==> src/rtl/rr_burst_arbiter_pkg.sv <==
// Shared types and defaults for the round-robin burst arbiter.
// Optional hold watchdog is enabled with RR_ARB_HOLD_TIMEOUT_EN.
package rr_arb_pkg;

  typedef enum logic {ARB_IDLE, ARB_BUSY} arb_state_e;

  localparam int MAX_HOLD_DEFAULT = 16;

endpackage

==> src/rtl/rr_burst_arbiter_if.sv <==
// Requester/downstream bundle of the burst arbiter; timeout_o exists only
// when RR_ARB_HOLD_TIMEOUT_EN is defined.
interface rr_burst_arbiter_if #(
  parameter int N        = 4,
  parameter int IDX_BITS = $clog2(N)
);
  logic [N-1:0]        req_i;
  logic [N-1:0]        req_last_i;
  logic [N-1:0]        gnt_o;
  logic [IDX_BITS-1:0] gnt_idx_o;
  logic                busy_o;
  logic                out_valid_o;
  logic                out_ready_i;
`ifdef RR_ARB_HOLD_TIMEOUT_EN
  logic                timeout_o;

  modport slave (
    input  req_i, req_last_i, out_ready_i,
    output gnt_o, gnt_idx_o, busy_o, out_valid_o, timeout_o
  );
  modport master (
    output req_i, req_last_i, out_ready_i,
    input  gnt_o, gnt_idx_o, busy_o, out_valid_o, timeout_o
  );
`else
  modport slave (
    input  req_i, req_last_i, out_ready_i,
    output gnt_o, gnt_idx_o, busy_o, out_valid_o
  );
  modport master (
    output req_i, req_last_i, out_ready_i,
    input  gnt_o, gnt_idx_o, busy_o, out_valid_o
  );
`endif
endinterface

==> src/rtl/rr_burst_arbiter_find_first_one.sv <==
// Rotating first-one search: lowest set bit of data_i at or after start_i,
// wrapping modulo WIDTH (WIDTH must be a power of two).
module find_first_one #(
  parameter int WIDTH = 4,
  parameter int IW    = $clog2(WIDTH)
) (
  input  logic [WIDTH-1:0] data_i,
  input  logic [IW-1:0]    start_i,
  output logic [IW-1:0]    index_o,
  output logic             valid_one_o
);

  logic [IW-1:0] idx;

  // Scan from the far end back toward start_i so the nearest hit wins last.
  always_comb begin
    index_o     = '0;
    valid_one_o = 1'b0;
    idx         = '0;
    for (int i = WIDTH - 1; i >= 0; i--) begin
      idx = start_i + IW'(i);
      if (data_i[idx]) begin
        index_o     = idx;
        valid_one_o = 1'b1;
      end
    end
  end

endmodule

==> src/rtl/rr_burst_arbiter.sv <==
// Round-robin arbiter with per-burst lock onto one valid/ready channel.
// Define RR_ARB_HOLD_TIMEOUT_EN to add the MAX_HOLD stall watchdog and timeout_o.
module rr_burst_arbiter
  import rr_arb_pkg::*;
#(
  parameter int N        = 4,
  parameter int IDX_BITS = $clog2(N),
  parameter int MAX_HOLD = MAX_HOLD_DEFAULT
) (
  input  logic               clk_i,
  input  logic               rst_ni,
  rr_burst_arbiter_if.slave  bus
);

  if (N < 2 || (N & (N - 1)) != 0 || MAX_HOLD < 1) begin : g_param_check
    $error("rr_burst_arbiter: N must be a power of two >= 2 and MAX_HOLD >= 1");
  end

  arb_state_e          state_q, state_d;
  logic [IDX_BITS-1:0] ptr_q, ptr_d;
  logic [IDX_BITS-1:0] owner_q, owner_d;
  logic [IDX_BITS-1:0] ffo_idx;
  logic                ffo_valid;
  logic [N-1:0]        gnt;
  logic                out_valid;
  logic                beat;

  find_first_one #(.WIDTH(N), .IW(IDX_BITS)) u_ffo (
    .data_i      (bus.req_i),
    .start_i     (ptr_q),
    .index_o     (ffo_idx),
    .valid_one_o (ffo_valid)
  );

`ifdef RR_ARB_HOLD_TIMEOUT_EN
  localparam int CNT_W = $clog2(MAX_HOLD + 1);
  logic [CNT_W-1:0] hold_cnt_q, hold_cnt_d;
  logic             timeout_q, timeout_d;
`endif

  always_comb begin
    state_d   = state_q;
    ptr_d     = ptr_q;
    owner_d   = owner_q;
    gnt       = '0;
    out_valid = 1'b0;
    beat      = 1'b0;
`ifdef RR_ARB_HOLD_TIMEOUT_EN
    hold_cnt_d = hold_cnt_q;
    timeout_d  = 1'b0;
`endif
    case (state_q)
      ARB_IDLE: begin
        if (ffo_valid) begin
          owner_d = ffo_idx;
          state_d = ARB_BUSY;
`ifdef RR_ARB_HOLD_TIMEOUT_EN
          hold_cnt_d = '0;
`endif
        end
      end
      ARB_BUSY: begin
        gnt[owner_q] = 1'b1;
        out_valid    = bus.req_i[owner_q];
        beat         = out_valid & bus.out_ready_i;
        // Finishing a burst makes the served requester lowest priority.
        if (beat && bus.req_last_i[owner_q]) begin
          state_d = ARB_IDLE;
          ptr_d   = owner_q + IDX_BITS'(1);
        end
`ifdef RR_ARB_HOLD_TIMEOUT_EN
        if (beat) begin
          hold_cnt_d = '0;
        end else if (hold_cnt_q == CNT_W'(MAX_HOLD - 1)) begin
          hold_cnt_d = CNT_W'(MAX_HOLD);
          state_d    = ARB_IDLE;
          ptr_d      = owner_q + IDX_BITS'(1);
          timeout_d  = 1'b1;
        end else begin
          hold_cnt_d = hold_cnt_q + CNT_W'(1);
        end
`endif
      end
      default: state_d = ARB_IDLE;
    endcase
  end

  always_ff @(posedge clk_i or negedge rst_ni) begin
    if (!rst_ni) begin
      state_q <= ARB_IDLE;
      ptr_q   <= '0;
      owner_q <= '0;
    end else begin
      state_q <= state_d;
      ptr_q   <= ptr_d;
      owner_q <= owner_d;
    end
  end

`ifdef RR_ARB_HOLD_TIMEOUT_EN
  always_ff @(posedge clk_i or negedge rst_ni) begin
    if (!rst_ni) begin
      hold_cnt_q <= '0;
      timeout_q  <= 1'b0;
    end else begin
      hold_cnt_q <= hold_cnt_d;
      timeout_q  <= timeout_d;
    end
  end

  assign bus.timeout_o = timeout_q;
`endif

  assign bus.gnt_o       = gnt;
  assign bus.gnt_idx_o   = owner_q;
  assign bus.busy_o      = (state_q == ARB_BUSY);
  assign bus.out_valid_o = out_valid;

endmodule

==> src/flat_wrapper.sv <==
// flat-port wrapper written by rule: the top's interface ports become plain ports
module rr_burst_arbiter_flat import rr_arb_pkg::*;
#(
  parameter int N        = 4,
  parameter int IDX_BITS = $clog2(N),
  parameter int MAX_HOLD = MAX_HOLD_DEFAULT
)
  (clk_i, rst_ni, bus_req_i, bus_req_last_i, bus_out_ready_i, bus_gnt_o, bus_gnt_idx_o, bus_busy_o, bus_out_valid_o);
  rr_burst_arbiter_if #(.N(N), .IDX_BITS(IDX_BITS)) bus_i ();
  input  logic clk_i;
  input  logic rst_ni;
  input wire logic [$bits(bus_i.req_i)-1:0] bus_req_i;
  input wire logic [$bits(bus_i.req_last_i)-1:0] bus_req_last_i;
  input wire logic [$bits(bus_i.out_ready_i)-1:0] bus_out_ready_i;
  output wire logic [$bits(bus_i.gnt_o)-1:0] bus_gnt_o;
  output wire logic [$bits(bus_i.gnt_idx_o)-1:0] bus_gnt_idx_o;
  output wire logic [$bits(bus_i.busy_o)-1:0] bus_busy_o;
  output wire logic [$bits(bus_i.out_valid_o)-1:0] bus_out_valid_o;
  assign bus_i.req_i = bus_req_i;
  assign bus_i.req_last_i = bus_req_last_i;
  assign bus_i.out_ready_i = bus_out_ready_i;
  assign bus_gnt_o = bus_i.gnt_o;
  assign bus_gnt_idx_o = bus_i.gnt_idx_o;
  assign bus_busy_o = bus_i.busy_o;
  assign bus_out_valid_o = bus_i.out_valid_o;
  rr_burst_arbiter #(.N(N), .IDX_BITS(IDX_BITS), .MAX_HOLD(MAX_HOLD)) u_core (.clk_i(clk_i), .rst_ni(rst_ni), .bus(bus_i));
endmodule
==> config.mk <==
export PLATFORM = sky130hd
export DESIGN_NAME = rr_burst_arbiter_flat
export DESIGN_NICKNAME = d
export VERILOG_FILES = /design/src/rtl/rr_burst_arbiter_pkg.sv /design/src/rtl/rr_burst_arbiter_if.sv /design/src/rtl/rr_burst_arbiter_find_first_one.sv /design/src/rtl/rr_burst_arbiter.sv /design/src/flat_wrapper.sv
export SDC_FILE = /design/constraint.sdc
export NUM_CORES = 1
export LEC_CHECK = 0
export BUFFER_PORTS_ARGS = -buffer_cell sky130_fd_sc_hd__buf_2
export CAP_MARGIN = 20
export CORE_AREA = 3 3 40 42
export DETAILED_ROUTE_END_ITERATION = 16
export DIE_AREA = 0 0 43 45
export SLEW_MARGIN = 20
export SYNTH_ARGS = -nofsm -noshare
export SYNTH_HDL_FRONTEND = slang
export SYNTH_SLANG_ARGS = --single-unit
==> constraint.sdc <==
create_clock -name clk_i -period 1.7 [get_ports clk_i]
set_input_delay 0.34 -clock clk_i [delete_from_list [all_inputs] [get_ports clk_i]]
set_output_delay 0.34 -clock clk_i [all_outputs]
set_load 0.01 [all_outputs]
==> impl_metrics.json, run 1 <==
{
  "outcome": "finished with violations",
  "failed_checks": "negative setup slack",
  "gr-usage-all-layers": 0.1039,
  "drt-total-wl_um": 920,
  "synthTopCellsByArea": "dfrtp_1 30%, ha_1 12%, mux4_1 6.3%",
  "worstHoldPathType": "input port to flip-flop",
  "clock-sinks": 5,
  "grt_pass1_vias": 337,
  "cts_tree": "built",
  "yosysUniqueCellTypes": 21,
  "finalMaxSlewViolations": 0,
  "min_period_ns": 1.750,
  "synth_edf_count": 0,
  "die_w_um": 43,
  "initial_core_util": 0.3233,
  "fin_skew_ns": 0.005328,
  "async_flop_share": 1.000,
  "hpwl_um": 770.1,
  "post-place-ws_ns": 0.06231,
  "grt_pass1_wl_mm": 1.490,
  "crit_path_max_fanout": 2,
  "clk_pin_slew_ns": 0.04,
  "numCtsBuffers": 3,
  "num_antenna_cells": 0,
  "wire_per_inst_um": 11.22,
  "critPathArrivalTime_ns": 1.41,
  "synth_top_area_frac": 0.3012,
  "htreeDepth": 1,
  "period_share": 1.030,
  "drtIter0Drc": 1,
  "ir_drop_mv": 0.7165,
  "setup_viol": 1,
  "syn-num-nets": 55,
  "port_buffers": 18,
  "nets": 83,
  "rr_worst_depth": 5,
  "core-area_um2": 1285,
  "utilization": 0.4645,
  "drc": 0,
  "crit_required_ns": 1.36,
  "rsz0062_at_grt": "yes",
  "synth_top_area_cell": "dfrtp_1",
  "maxCapViolCount": 0,
  "antenna_found_initial": 0,
  "endpoint_kind": "output port",
  "grt_max_degree": 12,
  "dr_total_vias": 389,
  "syn_avg_cell_area_um2": 10.38,
  "root_buffer": "clkbuf_4",
  "area_growth_pct": 43.67,
  "netlist_area_um2": 415.4,
  "rows": 13,
  "relSlewSlack": 0.8070,
  "power_mw": 0.9191,
  "synthCells": 40,
  "start_kind": "flip-flop",
  "p_leak_nw": 0.3152,
  "holdPathStages": 3,
  "vias_per_cell": 4.744,
  "dr.pass1.iters": 2,
  "r2r_setup_slack_ns": 0.03,
  "die_area_um2": 1935,
  "io_pins": 19,
  "setup_ws_ns": -0.05032,
  "ctsLongestPathBuffers": 2,
  "ys_warn_count": 0,
  "worst-setup-path-type": "flip-flop to output port",
  "hold_violations": 0,
  "tightestPinTransition_ns": 0.2896,
  "drive_above_1_share": 0.4328,
  "ant_nets": 0,
  "powerDensity_nw_per_um2": 1540,
  "synthFlopType": "dfrtp_1",
  "gp_congestion": 0.7833,
  "fmax_mhz": 571.3,
  "synth_common_cells": "5 x dfrtp_1, 5 x inv_1, 4 x and2_1, 4 x ha_1, 3 x o21ai_0",
  "grt-ovfl-total": 0,
  "die_h_um": 45,
  "ys_ff_latch": 5,
  "clk_latency_ns": 0.24,
  "ys_seq_area_frac": 0.3012
}
==> through the flow <==
| step | hold WS, ns | setup TNS [ns] | area, µm² | instances |
|---|---|---|---|---|
| after floorplan | 0.04441 | 0 | 415.4 | 40 |
| after global placement | 0.1610 | 0 | 546.8 | 76 |
| after detailed placement | 0.1616 | 0 | 546.8 | 76 |
| after CTS | 0.4377 | -0.06914 | 596.8 | 82 |
| after global routing | 0.4497 | -0.1197 | 596.8 | 82 |
| final | 0.4327 | -0.05032 | 596.8 | 82 |
==> layer usage <==
layer  share of wire  global-route usage
met5               0                   0
met3            0.10             0.04781
met4               0                   0
met1            0.44              0.1302
met2            0.45              0.1766
==> cells by family after synthesis <==
group | synth area share
simple gates | 0.1807
compound gates | 0.1506
buf+inv | 0.04519
mux | 0.2018
flops | 0.3012
fa+ha+maj | 0.1205
==> final timing paths <==
path	startpoint	to
min	bus_out_ready_i	u_core.ptr_q[0]
max	u_core.bus.gnt_idx_o[1]	bus_out_valid_o
max reg2reg	u_core.bus.gnt_idx_o[1]	u_core.ptr_q[1]
min reg2reg	u_core.ptr_q[0]	u_core.ptr_q[0]
max in group asynchronous	rst_ni	u_core.bus.gnt_idx_o[1]
min in group asynchronous	rst_ni	u_core.bus.busy_o
==> timing repair <==
item | CTS | global route
hold endpoints to repair | 5 | 0
buffers inserted | 1 | 0
resized for setup | 1 | 0
endpoints found under the setup margin | 1 | 2
pin swaps | 1 | 0
hold buffers | 1 | 0
==> cell type report <==
class	instances	area, µm²
Fill cell	132	688.2
Multi-Input combinational cell	30	271.5
Timing Repair Buffer	23	136.4
Sequential cell	5	125.1
Clock buffer	4	26.28
Inverter	5	18.77
Tap cell	15	18.77
==> cell usage in the layout (no fill, tap or decap), types with 2 or more instances in the layout <==
cell type,count
a21oi_1,2
and2_1,4
buf_2,17
buf_4,4
clkbuf_4,3
dfrtp_1,5
ha_1,4
inv_1,5
mux2i_1,2
nor2_1,2
o21ai_0,3
==> where the power goes <==
part / total, mW / switching (mW) / internal, mW
clock: 0.134 / 0.0455 / 0.0886
sequential: 0.233 / 0.0613 / 0.172
combinational: 0.552 / 0.249 / 0.303
total: 0.919 / 0.356 / 0.563
==> flip-flops by register name (all words and copies together) (netlist names) <==
register	flops
u_core.ptr_q	2
u_core.bus.gnt_idx_o	2
u_core.bus.busy_o	1
==> worst max-delay path: stages, from the launching register on <==
cell	delay (ns)
dfrtp_1	0.37
mux4_2	0.51
and2_4	0.18
buf_6	0.11
Note: power is estimated with default switching activity, not from simulation.
==> run 2, diff against run 1 <==
--- a/config.mk
+++ b/config.mk
@@ -10,6 +10,7 @@
 export CORE_AREA = 3 3 40 42
 export DETAILED_ROUTE_END_ITERATION = 16
 export DIE_AREA = 0 0 43 45
+export RECOVER_POWER = 25
 export SLEW_MARGIN = 20
 export SYNTH_ARGS = -nofsm -noshare
 export SYNTH_HDL_FRONTEND = slang
==> run 2 against run 1 <==
Compared with the run above:
- the flow still finishes with violations (negative setup slack)
- critical endpoint unchanged
- final area decreased by 0.21%
- fmax unchanged
- worst hold slack unchanged
- non-clock buffer count unchanged
- critical path depth unchanged
- die area unchanged
==> impl_metrics.json, run 2 (synthesized netlist as in run 1, its figures left out) <==
{
  "grt_pass1_wl_mm": 1.490,
  "drc": 0,
  "critPathMaxStageDelay_ns": 0.51,
  "cts_tree": "built",
  "clk_latency_ns": 0.24,
  "period_share": 1.030,
  "core-area_um2": 1285,
  "grt_max_degree": 12,
  "setup_viol": 1,
  "antenna_found_initial": 0,
  "ir_drop_mv": 0.7164,
  "ant_nets": 0,
  "fin_cells": 82,
  "fmax_mhz": 571.3,
  "die_area_um2": 1935,
  "fin_skew_ns": 0.005328,
  "crit_path_max_fanout": 2,
  "path_cells": "mux4_2 > and2_4 > buf_6",
  "worst-setup-path-type": "flip-flop to output port",
  "grtUsageMet3": 0.04781,
  "layout_common_cells": "16 x buf_2, 5 x inv_1, 5 x dfrtp_1",
  "tns_ns": -0.05032,
  "clk_pin_slew_ns": 0.04,
  "htreeDepth": 1,
  "num_antenna_cells": 0,
  "tightestPinTransition_ns": 0.2896,
  "relSlewSlack": 0.8070,
  "clock-sinks": 5,
  "grt_pass1_vias": 337,
  "use_met1": 0.1302,
  "finalMaxSlewViolations": 0,
  "setup_ws_ns": -0.05032,
  "wire_per_inst_um": 11.22,
  "port_buffers": 18,
  "rsz0062_at_grt": "yes",
  "hpwl_um": 770.1,
  "numCtsBuffers": 3,
  "failed_checks": "negative setup slack",
  "nets": 83,
  "layout_commonest_cell": "buf_2",
  "die_h_um": 45,
  "die_w_um": 43,
  "drtIter0Drc": 1,
  "utilization": 0.4635,
  "gr-usage-all-layers": 0.1039,
  "dp.cells": 76,
  "start_kind": "flip-flop",
  "cp_slowest_cell": "mux4_2",
  "io_pins": 19,
  "grt.met2_usage": 0.1766,
  "cp_top_family": "multiplexers",
  "root_buffer": "clkbuf_4",
  "dr_total_vias": 389,
  "p_leak_nw": 0.3125,
  "drt-total-wl_um": 920,
  "vias_per_cell": 4.744,
  "area_growth_pct": 43.37,
  "gp_congestion": 0.7833,
  "outcome": "finished with violations",
  "top_usage_layer": "met2",
  "grt-ovfl-total": 0,
  "crit_required_ns": 1.36,
  "drive_above_1_share": 0.4179,
  "min_period_ns": 1.750,
  "endpoint_kind": "output port",
  "hold_violations": 0,
  "initial_core_util": 0.3233,
  "powerDensity_nw_per_um2": 1543,
  "worstHoldPathType": "input port to flip-flop",
  "critPathArrivalTime_ns": 1.41,
  "dr.pass1.iters": 2,
  "maxCapViolCount": 0,
  "ctsLongestPathBuffers": 2,
  "rows": 13,
  "crit_buf_inv": 1
}
run 2: changes by cell type in the layout (fill, tap and decap cells not counted):
| cell | before | now |
|---|---|---|
| buf_2 | 17 | 16 |
| clkbuf_1 | 1 | 2 |
run 2: layout make-up:
type                    count  area (µm²)
flip-flops and latches      5       125.1
well taps                  15       18.77
clock buffers               4       26.28
multi-input cells          30       271.5
fillers                   133       689.4
inverters                   5       18.77
repair buffers             23       135.1
run 2: worst paths after layout:
path	cells after the start	endpoint	slack, ns	from
max in group asynchronous	2	u_core.bus.gnt_idx_o[1]	1.00	rst_ni
min in group asynchronous	2	u_core.bus.busy_o	0.48	rst_ni
setup reg to reg	5	u_core.ptr_q[1]	0.03	u_core.bus.gnt_idx_o[1]
hold / removal	3	u_core.ptr_q[0]	0.43	bus_out_ready_i
setup / recovery	3	bus_out_valid_o	-0.05	u_core.bus.gnt_idx_o[1]
hold reg to reg	2	u_core.ptr_q[0]	0.60	u_core.ptr_q[0]
run 2: per-layer routing:
layer / wire [µm] / vias up
met2: 415 / 17
li1: - / 197
met4: 0 / 0
met3: 95 / 0
met5: 0 / -
met1: 409 / 175
run 2: repair_timing:
item	4_1_cts	5_1_grt
hold endpoints to repair	5	0
setup endpoints to repair	1	2
resized for setup	1	0
cloned	0	0
hold buffers	1	0
pin swaps	1	0
buffers inserted	1	0
run 2: power by group:
| part | total (mW) | internal, mW | switching (mW) |
|---|---|---|---|
| clock | 0.134 | 0.0886 | 0.0455 |
| sequential | 0.233 | 0.172 | 0.0613 |
| combinational | 0.552 | 0.303 | 0.249 |
| total | 0.919 | 0.563 | 0.356 |
run 2: worst reg2reg max path, delay by kind of cell, from the launching register on:
kind                   cells  cell delay [ns]
buffers and inverters      1             0.13
DFF                        1             0.37
muxes                      2             0.81
and+or+nand+nor            2             0.25
run 2: per-stage QoR:
step | instance area [µm²] | total power [mW] | hold slack, ns | worst slack (ns)
6_report | 595.6 | 0.9188 | 0.4327 | -0.05032
5_1_grt | 595.6 | 0.9977 | 0.4497 | -0.09722
4_1_cts | 596.8 | 0.9362 | 0.4377 | -0.06914
3_5_place_dp | 546.8 | 0.7562 | 0.1616 | 0.06231
3_3_place_gp | 546.8 | 0.7493 | 0.1610 | 0.1060
2_1_floorplan | 415.4 | 0.5554 | 0.04441 | 0.02267
==> run 3, diff against run 2 <==
--- a/config.mk
+++ b/config.mk
@@ -7,9 +7,12 @@
 export LEC_CHECK = 0
 export BUFFER_PORTS_ARGS = -buffer_cell sky130_fd_sc_hd__buf_2
 export CAP_MARGIN = 20
-export CORE_AREA = 3 3 40 42
+export CELL_PAD_IN_SITES_DETAIL_PLACEMENT = 0
+export CELL_PAD_IN_SITES_GLOBAL_PLACEMENT = 2
+export CORE_MARGIN = 3
+export CORE_UTILIZATION = 22
 export DETAILED_ROUTE_END_ITERATION = 16
-export DIE_AREA = 0 0 43 45
+export PLACE_DENSITY_LB_ADDON = 0.1
 export RECOVER_POWER = 25
 export SLEW_MARGIN = 20
 export SYNTH_ARGS = -nofsm -noshare
==> run 3 against run 2 <==
Compared with the run above:
- cell count increased by 16%
- setup slack improved by 0.0014 ns
- the flow still finishes with violations (negative setup slack)
- highest routed layer is now met4
- clock power increased by 4%
- largest power group unchanged
- clock skew decreased by 0.0034 ns
- final area increased by 6.5%
- global-route usage increased by 0.15 points
- first-iteration DRC count unchanged
- via count increased by 4.1%
- critical path depth unchanged
- critical endpoint unchanged
==> impl_metrics.json, run 3 (synthesized netlist as in run 1, its figures left out) <==
{
  "outcome": "finished with violations",
  "failed_checks": "negative setup slack",
  "grt_pass1_vias": 398,
  "grt_pass1_wl_mm": 1.856,
  "hold_violations": 0,
  "rr_worst_depth": 5,
  "clk_latency_ns": 0.24,
  "fin_skew_ns": 0.001932,
  "htreeDepth": 1,
  "drtIter0Drc": 1,
  "fmax_mhz": 571.8,
  "critPathMaxStageDelay_ns": 0.50,
  "power_mw": 0.9665,
  "ir_drop_mv": 0.4082,
  "initial_core_util": 0.2380,
  "die_area_um2": 2446,
  "io_pins": 19,
  "clock-sinks": 5,
  "tightestPinTransition_ns": 0.3131,
  "antenna_found_initial": 0,
  "drt-total-wl_mm": 1.126,
  "port_buffers": 18,
  "cts_tree": "built",
  "period_share": 1.029,
  "grt-ovfl-total": 0,
  "cp_slowest_cell": "mux4_2",
  "wire_per_inst_um": 11.85,
  "die_w_um": 49.46,
  "min_period_ns": 1.749,
  "multiInputGateArea_um2": 271.5,
  "drc": 0,
  "clk_pin_slew_ns": 0.04,
  "die_h_um": 49.46,
  "relSlewSlack": 0.7886,
  "finalMaxSlewViolations": 0,
  "rows": 15,
  "maxCapViolCount": 0,
  "hpwl_um": 907.6,
  "start_kind": "flip-flop",
  "p_leak_nw": 0.3282,
  "setup_ws_ns": -0.04890,
  "gr-usage-all-layers": 0.1054,
  "dr.pass1.iters": 3,
  "fillers": 200,
  "ctsLongestPathBuffers": 2,
  "worstHoldStart": "bus_out_ready_i",
  "gp_congestion": 0.7041,
  "crit_required_ns": 1.36,
  "rsz0062_at_grt": "yes",
  "area_growth_pct": 52.71,
  "num_antenna_cells": 0,
  "dp.cells": 89,
  "nets": 86,
  "worst-setup-path-type": "flip-flop to output port",
  "holdPathStages": 3,
  "vias_per_cell": 4.263,
  "fin_cells": 95,
  "layout_commonest_cell": "buf_2",
  "grt_max_degree": 12,
  "endpoint_kind": "output port",
  "setup_viol": 1,
  "powerDensity_nw_per_um2": 1524,
  "root_buffer": "clkbuf_4",
  "r2r_setup_slack_ns": 0.04,
  "crit_path_start": "u_core.bus.gnt_idx_o[1]",
  "worstHoldEndpoint": "u_core.ptr_q[0]",
  "critPathArrivalTime_ns": 1.41,
  "dr_total_vias": 405,
  "r2r-end": "u_core.ptr_q[1]",
  "core-area_um2": 1745,
  "post-place-ws_ns": 0.06573,
  "drive_above_1_share": 0.4429,
  "crit_path_max_fanout": 2,
  "r2r_start": "u_core.bus.gnt_idx_o[1]",
  "path_cells": "mux4_2 > and2_4 > buf_6",
  "ant_nets": 0,
  "worstHoldPathType": "input port to flip-flop",
  "numCtsBuffers": 3,
  "regArea_um2": 125.1,
  "layout_common_cells": "16 x buf_2, 6 x buf_4, 5 x inv_1, 5 x dfrtp_1"
}
run 3: changes by cell type in the layout (fill, tap and decap cells not counted):
cell,previous run,this run
buf_6,1,2
buf_4,4,6
run 3: critical path: cells and delay by family, from the launching register on:
family,cells,cell delay [ns]
buffers and inverters,1,0.11
multiplexers,1,0.50
flip-flops,1,0.38
AND/OR/NAND/NOR,1,0.17
run 3: routing by layer:
metal  track usage  up-vias  routed length, µm
met5             0        -                  0
met4       0.08295        0                 27
met3       0.03021        2                 75
met2        0.1451       15                495
li1              -      202                  -
met1        0.1359      186                528
run 3: layout make-up:
class	count	area share
clock buffers	4	0.04142
inverters	5	0.02959
flip-flops and latches	5	0.1972
repair buffers	26	0.2544
multi-input cells	30	0.4280
well taps	25	0.04931
run 3: worst max-delay path by stage:
stage                     slack [ns]  cells after the start         endpoint
after global routing           -0.11                      3  bus_out_valid_o
after global placement          0.09                      5  u_core.ptr_q[1]
final                          -0.05                      3  bus_out_valid_o
after CTS                      -0.08                      3  bus_out_valid_o
after detailed placement        0.07                      5  u_core.ptr_q[1]
after floorplan                 0.02                      4  u_core.ptr_q[1]
run 3: where the power goes:
| part | leakage, nW | switching, mW | total (mW) | internal [mW] |
|---|---|---|---|---|
| Clock | 0.0150 | 0.0505 | 0.139 | 0.0888 |
| Combinational | 0.256 | 0.256 | 0.582 | 0.326 |
| Sequential | 0.0572 | 0.0741 | 0.246 | 0.172 |
run 3: metrics by stage:
| step | instance area [µm²] | hold WS (ns) | TNS, ns | util |
|---|---|---|---|---|
| 6_report | 634.4 | 0.4159 | -0.04890 | 0.3634 |
| 5_1_grt | 634.4 | 0.4271 | -0.1372 | 0.3634 |
| 4_1_cts | 631.9 | 0.3875 | -0.07652 | 0.3620 |
| 3_5_place_dp | 581.8 | 0.1556 | 0 | 0.3333 |
| 3_3_place_gp | 581.8 | 0.1578 | 0 | 0.3333 |
| 2_1_floorplan | 415.4 | 0.04441 | 0 | - |
run 3: what timing repair did:
item / CTS / global route
hold endpoints to repair: 5 / 0
pin swaps: 0 / 1
buffers inserted: 1 / 0
setup endpoints to repair: 1 / 4
hold buffers: 1 / 0
gates resized for setup: 1 / 1
